File: src/rtl/pe_pkg.sv
// Shared types and arithmetic helpers for the LIF processing element.
//   lif_state_t : FSM state encoding (IDLE, ACCUM, LEAK, OUT)
//   v_max/v_min : clamp limits of a signed vw-bit membrane potential
//   sat_add     : v + w clamped to the signed vw-bit range (vw <= 31)
package pe_pkg;

  typedef enum logic [1:0] {
    IDLE  = 2'd0,
    ACCUM = 2'd1,
    LEAK  = 2'd2,
    OUT   = 2'd3
  } lif_state_t;

  function automatic int v_max(input int vw);
    return (1 << (vw - 1)) - 1;
  endfunction

  function automatic int v_min(input int vw);
    return -(1 << (vw - 1));
  endfunction

  // Sum is formed at 64 bits so the clamp decision never sees a wrapped value.
  function automatic int sat_add(input int v, input int w, input int vw);
    longint s;
    s = longint'(v) + longint'(w);
    if (s > longint'(v_max(vw)))
      return v_max(vw);
    else if (s < longint'(v_min(vw)))
      return v_min(vw);
    else
      return int'(s);
  endfunction

endpackage

File: src/rtl/pe_weight_mem.sv
// Synaptic weight register file for one LIF neuron.
//   clock, reset : posedge clock, synchronous active-high reset (weights -> 0)
//   w_en/w_addr/w_data : synchronous write port
//   r_addr/r_data      : asynchronous read port; a write in the same cycle
//                        is not visible until the following cycle
module pe_weight_mem #(
  parameter int N_IN    = 8,
  parameter int W_WIDTH = 8
) (
  input  logic                       clock,
  input  logic                       reset,
  input  logic                       w_en,
  input  logic [$clog2(N_IN)-1:0]    w_addr,
  input  logic signed [W_WIDTH-1:0]  w_data,
  input  logic [$clog2(N_IN)-1:0]    r_addr,
  output logic signed [W_WIDTH-1:0]  r_data
);

  logic signed [W_WIDTH-1:0] mem [N_IN];

  always_ff @(posedge clock) begin
    if (reset) begin
      for (int i = 0; i < N_IN; i++) mem[i] <= '0;
    end else if (w_en) begin
      mem[w_addr] <= w_data;
    end
  end

  assign r_data = mem[r_addr];

endmodule

File: src/rtl/lif_pe.sv
// Leaky integrate-and-fire processing element.
// One timestep of N_IN input spikes is taken per step handshake; the weight of
// each active synapse is added serially (one synapse per cycle) into a
// saturating membrane potential, then a shift leak is applied, the potential
// is compared with THRESHOLD and a refractory counter is updated. The spike
// result is held on out_valid/out_spike until out_ready.
//   clock, reset          : posedge clock, synchronous active-high reset
//   weight_w_en/addr/in   : weight write port, accepted in every state
//   step_valid/step_ready : timestep handshake, in_spikes sampled on accept
//   out_valid/out_ready   : result handshake, out_spike valid with out_valid
//   memb_pot              : registered membrane potential
module lif_pe
  import pe_pkg::*;
#(
  parameter int N_IN       = 8,
  parameter int W_WIDTH    = 8,
  parameter int V_WIDTH    = 12,
  parameter int THRESHOLD  = 20,
  parameter int LEAK_SHIFT = 3,
  parameter int REFRACT    = 2
) (
  input  logic                       clock,
  input  logic                       reset,
  input  logic                       weight_w_en,
  input  logic [$clog2(N_IN)-1:0]    weight_addr,
  input  logic signed [W_WIDTH-1:0]  weight_in,
  input  logic                       step_valid,
  output logic                       step_ready,
  input  logic [N_IN-1:0]            in_spikes,
  output logic                       out_valid,
  input  logic                       out_ready,
  output logic                       out_spike,
  output logic signed [V_WIDTH-1:0]  memb_pot
);

  localparam int IDX_W = $clog2(N_IN);
  localparam int REF_W = (REFRACT > 0) ? $clog2(REFRACT + 1) : 1;
  localparam logic [IDX_W-1:0]          IDX_LAST = IDX_W'(N_IN - 1);
  localparam logic signed [V_WIDTH-1:0] V_THR    = V_WIDTH'(THRESHOLD);

  lif_state_t                state, state_nxt;
  logic [IDX_W-1:0]          idx;
  logic [N_IN-1:0]           spikes_q;
  logic signed [V_WIDTH-1:0] v;
  logic signed [V_WIDTH-1:0] v_acc;
  logic signed [V_WIDTH-1:0] v_leak;
  logic [REF_W-1:0]          ref_cnt;
  logic                      spike_q;
  logic signed [W_WIDTH-1:0] w_rd;

  pe_weight_mem #(
    .N_IN    (N_IN),
    .W_WIDTH (W_WIDTH)
  ) u_wmem (
    .clock  (clock),
    .reset  (reset),
    .w_en   (weight_w_en),
    .w_addr (weight_addr),
    .w_data (weight_in),
    .r_addr (idx),
    .r_data (w_rd)
  );

  always_ff @(posedge clock) begin
    if (reset) state <= IDLE;
    else       state <= state_nxt;
  end

  always_comb begin
    state_nxt = state;
    case (state)
      IDLE:    if (step_valid)      state_nxt = ACCUM;
      ACCUM:   if (idx == IDX_LAST) state_nxt = LEAK;
      LEAK:                         state_nxt = OUT;
      OUT:     if (out_ready)       state_nxt = IDLE;
      default:                      state_nxt = IDLE;
    endcase
  end

  always_comb begin
    v_acc = V_WIDTH'(sat_add(int'(v), int'(w_rd), V_WIDTH));
    // Subtracting v >>> s (s >= 1) moves v toward zero, so it cannot overflow.
    if (LEAK_SHIFT == 0) v_leak = v;
    else                 v_leak = v - (v >>> LEAK_SHIFT);
  end

  always_ff @(posedge clock) begin
    if (reset) begin
      idx      <= '0;
      spikes_q <= '0;
      v        <= '0;
      ref_cnt  <= '0;
      spike_q  <= 1'b0;
    end else begin
      case (state)
        IDLE: begin
          if (step_valid) begin
            spikes_q <= in_spikes;
            idx      <= '0;
          end
        end
        ACCUM: begin
          // Refractory steps walk all synapses too, keeping latency fixed.
          if (spikes_q[idx] && ref_cnt == '0) v <= v_acc;
          idx <= idx + IDX_W'(1);
        end
        LEAK: begin
          if (v_leak > V_THR) begin
            spike_q <= 1'b1;
            v       <= '0;
            ref_cnt <= REF_W'(REFRACT);
          end else begin
            spike_q <= 1'b0;
            v       <= v_leak;
            if (ref_cnt != '0) ref_cnt <= ref_cnt - REF_W'(1);
          end
        end
        default: ;
      endcase
    end
  end

  assign step_ready = (state == IDLE);
  assign out_valid  = (state == OUT);
  assign out_spike  = spike_q;
  assign memb_pot   = v;

endmodule

File: config.mk
export PLATFORM = sky130hd
export DESIGN_NAME = lif_pe
export DESIGN_NICKNAME = d
export VERILOG_FILES = /design/src/rtl/pe_pkg.sv /design/src/rtl/pe_weight_mem.sv /design/src/rtl/lif_pe.sv
export SDC_FILE = /design/constraint.sdc
export NUM_CORES = 1
export LEC_CHECK = 0
export CAP_MARGIN = 20
export CORE_UTILIZATION = 35
export CTS_CLUSTER_DIAMETER = 30
export DETAILED_ROUTE_END_ITERATION = 10
export PLACE_DENSITY = 0.56
export SYNTH_ARGS = -nofsm -noshare
export SYNTH_HDL_FRONTEND = slang
export SYNTH_HIERARCHICAL = 1
export SYNTH_SLANG_ARGS = --single-unit
File: constraint.sdc
create_clock -name clock -period 4.35 [get_ports clock]
set_clock_uncertainty 0.15 [all_clocks]
set_input_delay 0.435 -clock clock [delete_from_list [all_inputs] [get_ports clock]]
set_output_delay 0.435 -clock clock [all_outputs]
set_load 0.1 [all_outputs]
==> impl_metrics.ini <==
[outcome]
status = finished, final reports clean

[grt]
grtUsageMet3_pct = 3.26
grt_pass1_wl_um = 21500
grt_max_degree = 37
busiest_layer = met2
track_usage_pct = 17.1
grt_overflow = 0
first_global_vias = 4045
grt_util_met1_pct = 22.2
antenna_found_initial = 0
grtUsageMet2_pct = 29.2

[timing]
timing.setup.tns_ns = 0
hold_viol = 0
rsz0062_at_grt = false
slew_headroom_pct = 34.7
max_freq_mhz = 264
worstMarginPinSlew_ns = 0.976
drv_slew = 0
setup_viol = 0
fin_crit_sh_pct = 87.1
fin_crit_ns = 3.79

[detailed_routing]
routed_wl_um = 13400
drt-pass1-iter-count = 5
antenna_left = 0
drc_errors = 0
wl_per_cell_um = 17.6
routed_via_density = 5.48
vias = 4180
drt_iter0_drc = 279

[logic_synthesis]
synthTopCellsByArea = edfxtp_1 35%, dfxtp_1 10%, mux4_1 7.1%
ys_types = 71
yosys_warnings = 6
seq_area_frac_synth_pct = 44.6
synth_async_sr_flop_share_pct = 0
synthFlopType = edfxtp_1
yosysTopAreaCell = edfxtp_1
postSynthCellCount = 512
synth_fp_nets = 568
syn-mean-instance-area_sq_um = 10.9
syn_area_sq_um = 5570
synth_top_cell_area_share_pct = 34.5
synth_edf_count = 64
synth-seq-cells = 92

[power_and_ir_drop]
power_frac_seq_pct = 23.5
leakage_nw = 2.25
sw_frac_of_total_pct = 48.8
power.density_nw_per_um2 = 783
power.share.clock_pct = 14.5
combPwrFrac_pct = 62.1
p_sw_mw = 2.46
ir_drop_v = 0.000433
p_int_mw = 2.58

[clock_tree]
cts_tree = yes
cts_root_buf = clkbuf_16
clock-sinks = 92
cts_setup_buffers = 0
htreeDepth = 3
cts_buffers = 9
cts_buffer_depth = 2
cts_hold_buf = 0
clk-insertion-delay-late_ns = 0.34
cts_resized = 0
path_clk_slew_ns = 0.07

[placement]
dp_hpwl_um = 9740
io_buffers = 38
placed_cell_area_sq_um = 6170
gp_congestion = 0.835

[worst_setup_path]
cp_top_family = compound AO/OA/AOI/OAI gates
cp_data_required_time_ns = 4.43
worst-setup-path-type = reg -> reg
critPathLaunchType = flop
cp_max_fo = 12
r2r_end = memb_pot[7]
reg2reg_depth = 11
end_kind = flop
path_common_cell = nor2_1
timing.reg2reg.setup_slack_ns = 0.56
worst-path-buf-inv = 1
cp_cell_sequence = buf_4, mux4_1, mux2_2, ha_1, and3_1, a211oi_2, o211ai_1, o31ai_2, nor2_1, a221oi_1, nor2_1
worstPathArrival_ns = 3.87
slowest_delay_ns = 0.59
cp_slowest_cell = mux4_1
r2r-start = idx[0]

[layout]
drive_gt1_share_pct = 10.1
area_delta_synth_final_pct = 15.7
diodes = 0
seqCellArea_sq_um = 2480
final_cell_area_sq_um = 6440
layout_commonest_cell = nor3_1
final_nets = 603
fill_cells = 1481
layout_common_cells = 68 x nor3_1, 64 x edfxtp_1, 38 x clkdlybuf4s50_1, 30 x ha_1
multiInputGateArea_sq_um = 2800

[min_path]
hold_path_end = spikes_q[7]
min_path_type = reg -> reg
worst_hold_path.num_cells = 2
min_from = spikes_q[7]

[die]
ioPinCount = 39
fp-row-count = 45
die_h_um = 128
dieArea_sq_um = 16400
dieWidth_um = 128
initial_core_util_pct = 36.2
core-area_sq_um = 15400

[flow_run]
maxCapViolations = 0
==> power groups by stage <==
stage / logic (mW) / registers [mW] / clock network (mW)
floorplan: 2.13 / 1.52 / 0
global placement: 3.08 / 1.20 / 0
detailed placement: 3.11 / 1.20 / 0
CTS: 3.13 / 1.18 / 0.748
global route: 3.41 / 1.20 / 0.781
finish: 3.13 / 1.18 / 0.730
==> per-stage QoR <==
| step | setup WS (ns) | total power [mW] | std cells | hold WS, ns | util (%) |
|---|---|---|---|---|---|
| final | 0.560 | 5.04 | 763 | 0.312 | 41.9 |
| after global routing | 0.330 | 5.39 | 763 | 0.329 | 41.9 |
| after CTS | 0.547 | 5.06 | 763 | 0.311 | 41.9 |
| after detailed placement | 0.561 | 4.31 | 747 | 0.302 | 40.1 |
| after global placement | 0.590 | 4.27 | 747 | 0.300 | 40.1 |
| after floorplan | 0.738 | 3.65 | 512 | 0.283 | - |
==> routing by layer <==
metal / wire (um) / up-vias
met5: 0 / -
met4: 86 / 0
met3: 588 / 5
met2: 6610 / 116
met1: 6140 / 2016
li1: - / 2043
==> sequential cells by signal, indices dropped and copies added, names as in the netlist <==
register	flops
u_wmem/mem	64
memb_pot	12
spikes_q	8
idx	3
ref_cnt	2
state	2
out_spike	1
==> area by class of cell <==
type	instances	share of cell area [%]
clock buffer	9	3.50
clock inverter	7	0.777
inverter	33	1.92
multi-input combinational	357	43.4
sequential	92	38.5
tap	211	4.10
timing repair buffer	54	7.77
==> synthesized netlist by cell type, drive strengths merged, types with 3 or more instances <==
library cell,number
clkbuf,17
o31ai,3
nand3,14
o211ai,4
nand2b,5
nor2,24
xnor2,10
o21bai,8
nand4,4
a21o,12
nor2b,5
mux4,18
xor2,4
and3,6
nor3,68
nand2,22
ha,30
a31oi,8
clkinv,8
o21ai,26
mux2i,3
a21oi,31
a221oi,3
or2,3
dfxtp,28
edfxtp,64
inv,25
mux2,8
buf,13
==> worst max path at each step <==
stage | to | depth (start not counted) | from
finish | memb_pot[7] | 11 | idx[0]
global route | memb_pot[1] | 11 | idx[0]
CTS | memb_pot[1] | 11 | idx[0]
detailed placement | memb_pot[1] | 11 | idx[0]
global placement | memb_pot[1] | 11 | idx[0]
floorplan | memb_pot[5] | 12 | idx[0]
==> cells by family after synthesis <==
group	count (synthesis)	synth area share, %
multiplexers	29	10.5
buffers and inverters	63	5.17
adder cells (fa/ha/maj)	32	7.46
flip-flops	92	44.6
XOR/XNOR	14	2.20
AND/OR/NAND/NOR	163	14.7
AO/OA/AOI/OAI	119	15.4
==> worst reg2reg max path: stages (launching register included) <==
cell      delay, ns
dfxtp_1        0.33
buf_4          0.22
mux4_1         0.59
mux2_2         0.28
ha_1           0.33
and3_1         0.20
a211oi_2       0.32
o211ai_1       0.24
o31ai_2        0.37
nor2_1         0.21
a221oi_1       0.34
nor2_1         0.09
No activity file was read; power rests on OpenSTA's default activity.
